--- src/rtl/game_pkg.sv ---
`default_nettype none
//------------------------------------------------------------------------------
// Module : game_pkg
// Purpose: Types and constants shared by the game controller's score paths
//          (binary-to-BCD and BCD-to-binary).
// Rev    : 1.0  initial release
//------------------------------------------------------------------------------
package game_pkg;

   // Score width constants, shared with the binary-to-BCD path
   localparam int SCORE_DIGITS = 3;
   localparam int SCORE_BIN_W  = 10;

   // BCD-to-binary converter sequencer states
   typedef enum logic [1:0] {
      IDLE  = 2'd0,
      SHIFT = 2'd1,
      DONE  = 2'd2
   } bcd2bin_state_t;

endpackage : game_pkg
`default_nettype wire

--- src/rtl/bcd_to_bin_seq_if.sv ---
`default_nettype none
//------------------------------------------------------------------------------
// Module : bcd_to_bin_seq_if
// Purpose: Start/done handshake bundle for the BCD-to-binary converter.
// Ports  : start   - request pulse (master -> slave)
//          bcd_in  - packed BCD operand, digit 0 in [3:0] (master -> slave)
//          busy    - conversion in flight (slave -> master)
//          done    - one-cycle result strobe (slave -> master)
//          err     - invalid BCD nibble seen, valid with done (slave -> master)
//          bin_out - binary result (slave -> master)
// Rev    : 1.0  initial release
//------------------------------------------------------------------------------
interface bcd_to_bin_seq_if
   import game_pkg::*;
#(
   parameter int DIGITS = SCORE_DIGITS,
   parameter int BIN_W  = SCORE_BIN_W
);
   logic                  start;
   logic [4*DIGITS-1:0]   bcd_in;
   logic                  busy;
   logic                  done;
   logic                  err;
   logic [BIN_W-1:0]      bin_out;

   modport master (
      output start, bcd_in,
      input  busy, done, err, bin_out
   );

   modport slave (
      input  start, bcd_in,
      output busy, done, err, bin_out
   );

endinterface : bcd_to_bin_seq_if
`default_nettype wire

--- src/rtl/bcd_nibble_adj.sv ---
`default_nettype none
//------------------------------------------------------------------------------
// Module : bcd_nibble_adj
// Purpose: Reverse double-dabble digit correction. After a right shift a
//          nibble that reads 8 or more has picked up a weight-10 bit from the
//          digit above as 8; subtracting 3 restores its decimal weight of 5.
// Ports  : i_nib - shifted BCD nibble
//          o_nib - corrected nibble
// Rev    : 1.0  initial release
//------------------------------------------------------------------------------
module bcd_nibble_adj (
   input  wire logic [3:0] i_nib,
   output logic      [3:0] o_nib
);

   assign o_nib = i_nib[3] ? (i_nib - 4'd3) : i_nib;

endmodule : bcd_nibble_adj
`default_nettype wire

--- src/rtl/bcd_to_bin_seq.sv ---
`default_nettype none
//------------------------------------------------------------------------------
// Module : bcd_to_bin_seq
// Purpose: Sequential BCD-to-binary converter using iterative reverse
//          double-dabble, one shift per clock. Converts keypad or stored
//          high-score digits back to binary for distance comparison.
// Ports  : clk    - game clock, rising edge
//          resetN - asynchronous active-low reset
//          bus    - bcd_to_bin_seq_if.slave handshake
//                   (start, bcd_in, busy, done, err, bin_out)
// Rev    : 1.0  initial release
//------------------------------------------------------------------------------
module bcd_to_bin_seq
   import game_pkg::*;
#(
   parameter int DIGITS = SCORE_DIGITS,
   parameter int BIN_W  = SCORE_BIN_W
) (
   input  wire logic       clk,
   input  wire logic       resetN,
   bcd_to_bin_seq_if.slave bus
);

   localparam int                BCD_W    = 4 * DIGITS;
   localparam int                CNT_W    = $clog2(BIN_W + 1);
   localparam logic [CNT_W-1:0]  CNT_LAST = CNT_W'(BIN_W - 1);

   bcd2bin_state_t     r_state;
   bcd2bin_state_t     w_state_nxt;
   logic               w_accept;
   logic               w_bad;

   logic [CNT_W-1:0]   r_cnt;
   logic [BCD_W-1:0]   r_bcd;        // bcd half of the work register W
   logic [BIN_W-1:0]   r_bin;        // binary half of the work register W
   logic               r_err_flag;   // request had an invalid nibble
   logic               r_done;
   logic               r_err;
   logic [BIN_W-1:0]   r_bin_out;

   logic [BCD_W-1:0]   w_bcd_sh;
   logic [BCD_W-1:0]   w_bcd_adj;
   logic [BIN_W-1:0]   w_bin_sh;

   //---------------------------------------------------------------------------
   // Input validation: any nibble above 9 flags the request as bad
   //---------------------------------------------------------------------------
   always_comb begin
      w_bad = 1'b0;
      for (int d = 0; d < DIGITS; d++) begin
         if (bus.bcd_in[4*d +: 4] > 4'd9) begin
            w_bad = 1'b1;
         end
      end
   end

   //---------------------------------------------------------------------------
   // Shift datapath: W >> 1, the bcd LSB falls into the bin MSB, then every
   // bcd nibble is corrected independently.
   //---------------------------------------------------------------------------
   assign w_bcd_sh = r_bcd >> 1;
   assign w_bin_sh = {r_bcd[0], r_bin[BIN_W-1:1]};

   for (genvar gi = 0; gi < DIGITS; gi++) begin : g_nib_adj
      bcd_nibble_adj u_adj (
         .i_nib (w_bcd_sh[4*gi +: 4]),
         .o_nib (w_bcd_adj[4*gi +: 4])
      );
   end

   //---------------------------------------------------------------------------
   // FSM: state register
   //---------------------------------------------------------------------------
   always_ff @(posedge clk or negedge resetN) begin
      if (!resetN) begin
         r_state <= IDLE;
      end else begin
         r_state <= w_state_nxt;
      end
   end

   //---------------------------------------------------------------------------
   // FSM: next state
   //---------------------------------------------------------------------------
   always_comb begin
      w_state_nxt = r_state;
      w_accept    = 1'b0;
      unique case (r_state)
         IDLE: begin
            if (bus.start) begin
               w_accept    = 1'b1;
               // Invalid operands skip shifting entirely
               w_state_nxt = w_bad ? DONE : SHIFT;
            end
         end
         SHIFT: begin
            if (r_cnt == CNT_LAST) begin
               w_state_nxt = DONE;
            end
         end
         DONE: begin
            w_state_nxt = IDLE;
         end
         default: begin
            w_state_nxt = IDLE;
         end
      endcase
   end

   //---------------------------------------------------------------------------
   // Work register, counter and result registers
   //---------------------------------------------------------------------------
   always_ff @(posedge clk or negedge resetN) begin
      if (!resetN) begin
         r_cnt      <= '0;
         r_bcd      <= '0;
         r_bin      <= '0;
         r_err_flag <= 1'b0;
         r_done     <= 1'b0;
         r_err      <= 1'b0;
         r_bin_out  <= '0;
      end else begin
         // done is registered off the DONE state, so it lands in the first
         // IDLE cycle and a held start can be accepted alongside it
         r_done <= (r_state == DONE);

         if (w_accept) begin
            r_bcd      <= bus.bcd_in;
            r_bin      <= '0;
            r_cnt      <= '0;
            r_err_flag <= w_bad;
            r_err      <= 1'b0;
         end

         if (r_state == SHIFT) begin
            r_bcd <= w_bcd_adj;
            r_bin <= w_bin_sh;
            r_cnt <= r_cnt + CNT_W'(1);
         end

         if (r_state == DONE) begin
            r_bin_out <= r_err_flag ? '0 : r_bin;
            r_err     <= r_err_flag;
         end
      end
   end

   assign bus.busy    = (r_state != IDLE);
   assign bus.done    = r_done;
   assign bus.err     = r_err;
   assign bus.bin_out = r_bin_out;

   // A valid operand is fully drained into the binary half after BIN_W shifts
   a_bcd_drained : assert property (
      @(posedge clk) disable iff (!resetN)
      (r_state == DONE && !r_err_flag) |-> (r_bcd == '0)
   );

endmodule : bcd_to_bin_seq
`default_nettype wire

--- src/flat_wrapper.sv ---
// flat-port wrapper written by rule: the top's interface ports become plain ports
module bcd_to_bin_seq_flat import game_pkg::*;
#(
   parameter int DIGITS = SCORE_DIGITS,
   parameter int BIN_W  = SCORE_BIN_W
)
  (clk, resetN, bus_start, bus_bcd_in, bus_busy, bus_done, bus_err, bus_bin_out);
  bcd_to_bin_seq_if #(.DIGITS(DIGITS), .BIN_W(BIN_W)) bus_i ();
  input  wire logic clk;
  input  wire logic resetN;
  input wire logic [$bits(bus_i.start)-1:0] bus_start;
  input wire logic [$bits(bus_i.bcd_in)-1:0] bus_bcd_in;
  output wire logic [$bits(bus_i.busy)-1:0] bus_busy;
  output wire logic [$bits(bus_i.done)-1:0] bus_done;
  output wire logic [$bits(bus_i.err)-1:0] bus_err;
  output wire logic [$bits(bus_i.bin_out)-1:0] bus_bin_out;
  assign bus_i.start = bus_start;
  assign bus_i.bcd_in = bus_bcd_in;
  assign bus_busy = bus_i.busy;
  assign bus_done = bus_i.done;
  assign bus_err = bus_i.err;
  assign bus_bin_out = bus_i.bin_out;
  bcd_to_bin_seq #(.DIGITS(DIGITS), .BIN_W(BIN_W)) u_core (.clk(clk), .resetN(resetN), .bus(bus_i));
endmodule
--- config.mk ---
export PLATFORM = sky130hd
export DESIGN_NAME = bcd_to_bin_seq_flat
export DESIGN_NICKNAME = d
export VERILOG_FILES = /design/src/rtl/game_pkg.sv /design/src/rtl/bcd_to_bin_seq_if.sv /design/src/rtl/bcd_nibble_adj.sv /design/src/rtl/bcd_to_bin_seq.sv /design/src/flat_wrapper.sv
export SDC_FILE = /design/constraint.sdc
export NUM_CORES = 1
export LEC_CHECK = 0
export BUFFER_PORTS_ARGS = -buffer_cell sky130_fd_sc_hd__buf_2
export CELL_PAD_IN_SITES_DETAIL_PLACEMENT = 0
export CELL_PAD_IN_SITES_GLOBAL_PLACEMENT = 2
export CORE_ASPECT_RATIO = 1.1
export CORE_MARGIN = 5
export CORE_UTILIZATION = 35
export CTS_CLUSTER_DIAMETER = 30
export DETAILED_ROUTE_END_ITERATION = 7
export PLACE_DENSITY_LB_ADDON = 0.1
export SLEW_MARGIN = 20
export SYNTH_ARGS = -nofsm -noshare
export SYNTH_HDL_FRONTEND = slang
export SYNTH_SLANG_ARGS = --single-unit
--- constraint.sdc ---
create_clock -name clk -period 1.4 [get_ports clk]
set_input_delay 0.07 -clock clk [delete_from_list [all_inputs] [get_ports clk]]
set_output_delay 0.07 -clock clk [all_outputs]
set_load 0.03 [all_outputs]
==> metrics.md <==
| Metric | Value |
|---|---|
| # diodes | `0` |
| R2r startpoint | `u_core.r_bcd[5]` |
| Htree depth | `2` |
| Clock Path Buffers | `2` |
| Layout area overhead | `19.7%` |
| Number of I/O pins | `28` |
| Initial core utilization | `35.6%` |
| Number of global-route vias before repair | `roughly 1500` |
| Number of synthesized register bits | `41` |
| Layout cell share with drive strength beyond 1 | `22.9%` |
| Synth top area cells | `dfrtp_1, nand2_1, o21ai_0` |
| CP startpoint kind | `flop` |
| Hold WS | `0.0570 ns` |
| CTS tree | `done` |
| Setup crit end kind | `output pin` |
| Register-to-register setup slack | `0.11 ns` |
| Fin. Hold Viols | `0` |
| Dpl hpwl | `3150 µm` |
| Yosys warning total | `0` |
| Combinational Power Share | `~40%` |
| VDD IR max | `0.718 mV` |
| Setup TNS | `0 ns` |
| GPL Wtd Cong | `0.759` |
| Skew final | `0.00815 ns` |
| Gr usage total | `a little over an eighth` |
| Die height | `87.2 µm` |
| Syn Std Cell Area | `0.00189 mm²` |
| CP peak stage delay | `0.46 ns` |
| Complex-gate fraction of the synthesized area | `22.6%` |
| CTS Sinks | `41` |
| Flop pwr share | `42.9%` |
| Largest driver fanout on the critical path | `9` |
| Remaining Overflow, GRT | `0` |
| Most frequent cells in the layout | `dfrtp_1, nand2_1, buf_2` |
| Crit Path Class | `reg -> out` |
| Die width | `around 80 µm` |
| Yosys top cell area share | `54.2%` |
| RSZ-0062 raised after global routing | `false` |
| Num rows | `28` |
| Most common cell after layout, fill and taps aside | `dfrtp_1` |
| Die footprint | `0.00699 mm²` |
| Simple-gate share of the synthesized area | `12.2%` |
| Met2 usage | `a little over a fifth` |
| Pre-CTS setup slack | `0.0545 ns` |
| DRC Markers | `0` |
| Register area share after synthesis | `between 50% and 60%` |
| Global routing usage on met1 | `16.1%` |
| Outcome | `complete, no violations` |
| Leading area contributor after synthesis | `dfrtp_1` |
| WHS Endpoint | `u_core.r_bcd[2]` |
| Setup violations, final | `0` |
| Tcrit/Tclk final | `between 90% and 100%` |
| Worst-case reg-to-reg path depth | `4` |
| WP data required | `roughly 1.3 ns` |
| Pin count of the biggest net entering global routing | `23` |
| Drt pass-1 iters | `4` |
| Max Clk Rate | `0.757 GHz` |
| DR vias/cell | `between 5 and 6` |
| Hold Path Cell Cnt | `3` |
| Fill cells | `547` |
| Post-Synthesis Net Count | `209` |
| Worst-Skew Late Latency | `approximately 0.29 ns` |
| Crit path max-delay cell type | `dfrtp_2` |
| Post-Synth XOR/XNOR Area | `1.85%` |
| Root buf cell | `clkbuf_8` |
| Worst path cell trace | `buf_4 > nor2_4 > inv_1 > buf_2` |
| Pins Over Slew Limit | `0` |
| Initial antenna violation count | `0` |
| Net Switching | `1.64 mW` |
| WL per Instance | `roughly 14 µm` |
| Worst path arrival time | `1.25 ns` |
| Post-Syn Instances | `190` |
| Clock power frac | `17.6%` |
| Worst R2R End | `u_core.r_bcd[5]` |
| GR Util met3 | `3.62%` |
| Number of max-cap violations | `0` |
| Initial DRC count | `28` |
| Drt total wl | `between 4000 and 5000 µm` |
| Count of cell types in the netlist | `29` |
| HP Class | `in -> reg` |
| Actual slew at the worst max-slew pin | `0.533 ns` |
| DRT antenna net count | `0` |
| Crit path time final | `1.32 ns` |
| Worst-path clk slew | `0.08 ns` |
| Min-delay src | `bus_bcd_in[2]` |
| PD cells | `1870 mW/mm²` |
| Final setup margin | `0.0795 ns` |
| P_int | `2.59 mW` |
| Area of the core | `around 0.0053 mm²` |
| P_leak | `1.03 nW` |
| Nets | `between 200 and 250` |
| Via count | `around 1500` |
| Avg Cell Area, Syn | `between 9 and 10 µm²` |
| Num CTS Buffers | `5` |
| Switching Fraction | `between 30% and 40%` |
| Count of input and output buffers | `27` |
| Slew HR | `64.5%` |
| Global-route wire length before repair | `7190 µm` |
| Synth Area in Adders | `2.64%` |
| Largest family of logic cells by synthesized area | `compound AO/OA/AOI/OAI gates` |
| GRT busiest layer | `met2` |
| Post-synthesis mux area share | `1.78%` |
## registers in the layout, indices dropped and copies added (netlist names)
name	count
u_core.r_cnt	4
u_core.bus.done	1
u_core.r_state	2
u_core.r_err_flag	1
u_core.r_bin	10
u_core.r_bcd	12
u_core.bus.bin_out	10
u_core.bus.err	1
## per-layer routing
metal | wire length [µm] | vias to the layer above
li1 | - | 741
met1 | 1900 | 721
met4 | 127 | 0
met2 | 1970 | 42
met3 | 203 | 12
met5 | 0 | -
## cell usage after synthesis (all sizes together)
library cell,count
o21bai,1
inv,7
ha,4
a221o,1
nand3,5
nand2,29
nor3,1
xnor2,2
o22ai,14
a22o,10
a2bb2oi,2
nor2b,3
a31oi,3
nand2b,4
xor2,2
o211ai,2
o32ai,1
nor3b,3
o21ai,19
o311ai,1
clkbuf,3
mux2,3
a21oi,10
buf,10
nor2,7
o22a,2
dfrtp,41
## power groups by stage
| stage | Clock (mW) | Combinational [mW] | Sequential (mW) |
|---|---|---|---|
| after floorplan | 0 | 1.16 | 1.82 |
| after global placement | 0 | 1.62 | 1.82 |
| after detailed placement | 0 | 1.65 | 1.83 |
| after CTS | 0.772 | 1.67 | 1.81 |
| after global routing | 0.825 | 1.88 | 1.88 |
| final | 0.748 | 1.67 | 1.82 |
## cell families after synthesis
family / Yosys count
compound gates: 66
xor+xnor: 4
fa+ha+maj: 4
buf+inv: 20
flops: 41
mux: 3
simple gates: 52
## worst max-delay path by stage
stage / start / to / slack [ns]
floorplan: u_core.r_state[1] / u_core.r_err_flag / 0.14
global placement: u_core.r_state[0] / u_core.r_state[1] / 0.06
detailed placement: u_core.r_state[0] / u_core.r_state[1] / 0.05
CTS: u_core.r_state[0] / bus_busy / 0.004
global route: u_core.r_state[1] / bus_busy / 0.004
finish: u_core.r_state[1] / bus_busy / 0.08
## area by class of cell
| type | instances | area [µm²] | area share (%) |
|---|---|---|---|
| clock buffers | 6 | 72.6 | 3.20 |
| clock inverters | 2 | 10.0 | 0.441 |
| inverters | 7 | 26.3 | 1.16 |
| multi-input cells | 129 | 788 | 34.7 |
| flip-flops and latches | 41 | 1030 | 45.3 |
| well taps | 75 | 93.8 | 4.14 |
| repair buffers | 38 | 249 | 11.0 |
## critical path, delay by kind of cell (launching register included)
| kind | cells | cell delay (ns) |
|---|---|---|
| AND/OR/NAND/NOR | 1 | 0.10 |
| buffers and inverters | 3 | 0.41 |
| flip-flops | 1 | 0.46 |
## what timing repair did
action | CTS | global route
hold buffers | 1 | 0
resized for setup | 1 | 5
setup endpoints to repair | 1 | 13
buffers inserted | 0 | 0
endpoints found under the hold margin | 19 | 0
pin swaps | 0 | 0
## through the flow
step | instances | utilization [%] | area [µm²] | total power, mW
3_5_place_dp | 289 | 40.6 | 2160 | 3.49
5_1_grt | 298 | 42.6 | 2270 | 4.59
3_3_place_gp | 289 | 40.6 | 2160 | 3.44
4_1_cts | 298 | 42.3 | 2250 | 4.25
6_report | 298 | 42.6 | 2270 | 4.24
2_1_floorplan | 190 | - | 1890 | 2.98
Note: power is estimated with default switching activity, not from simulation.
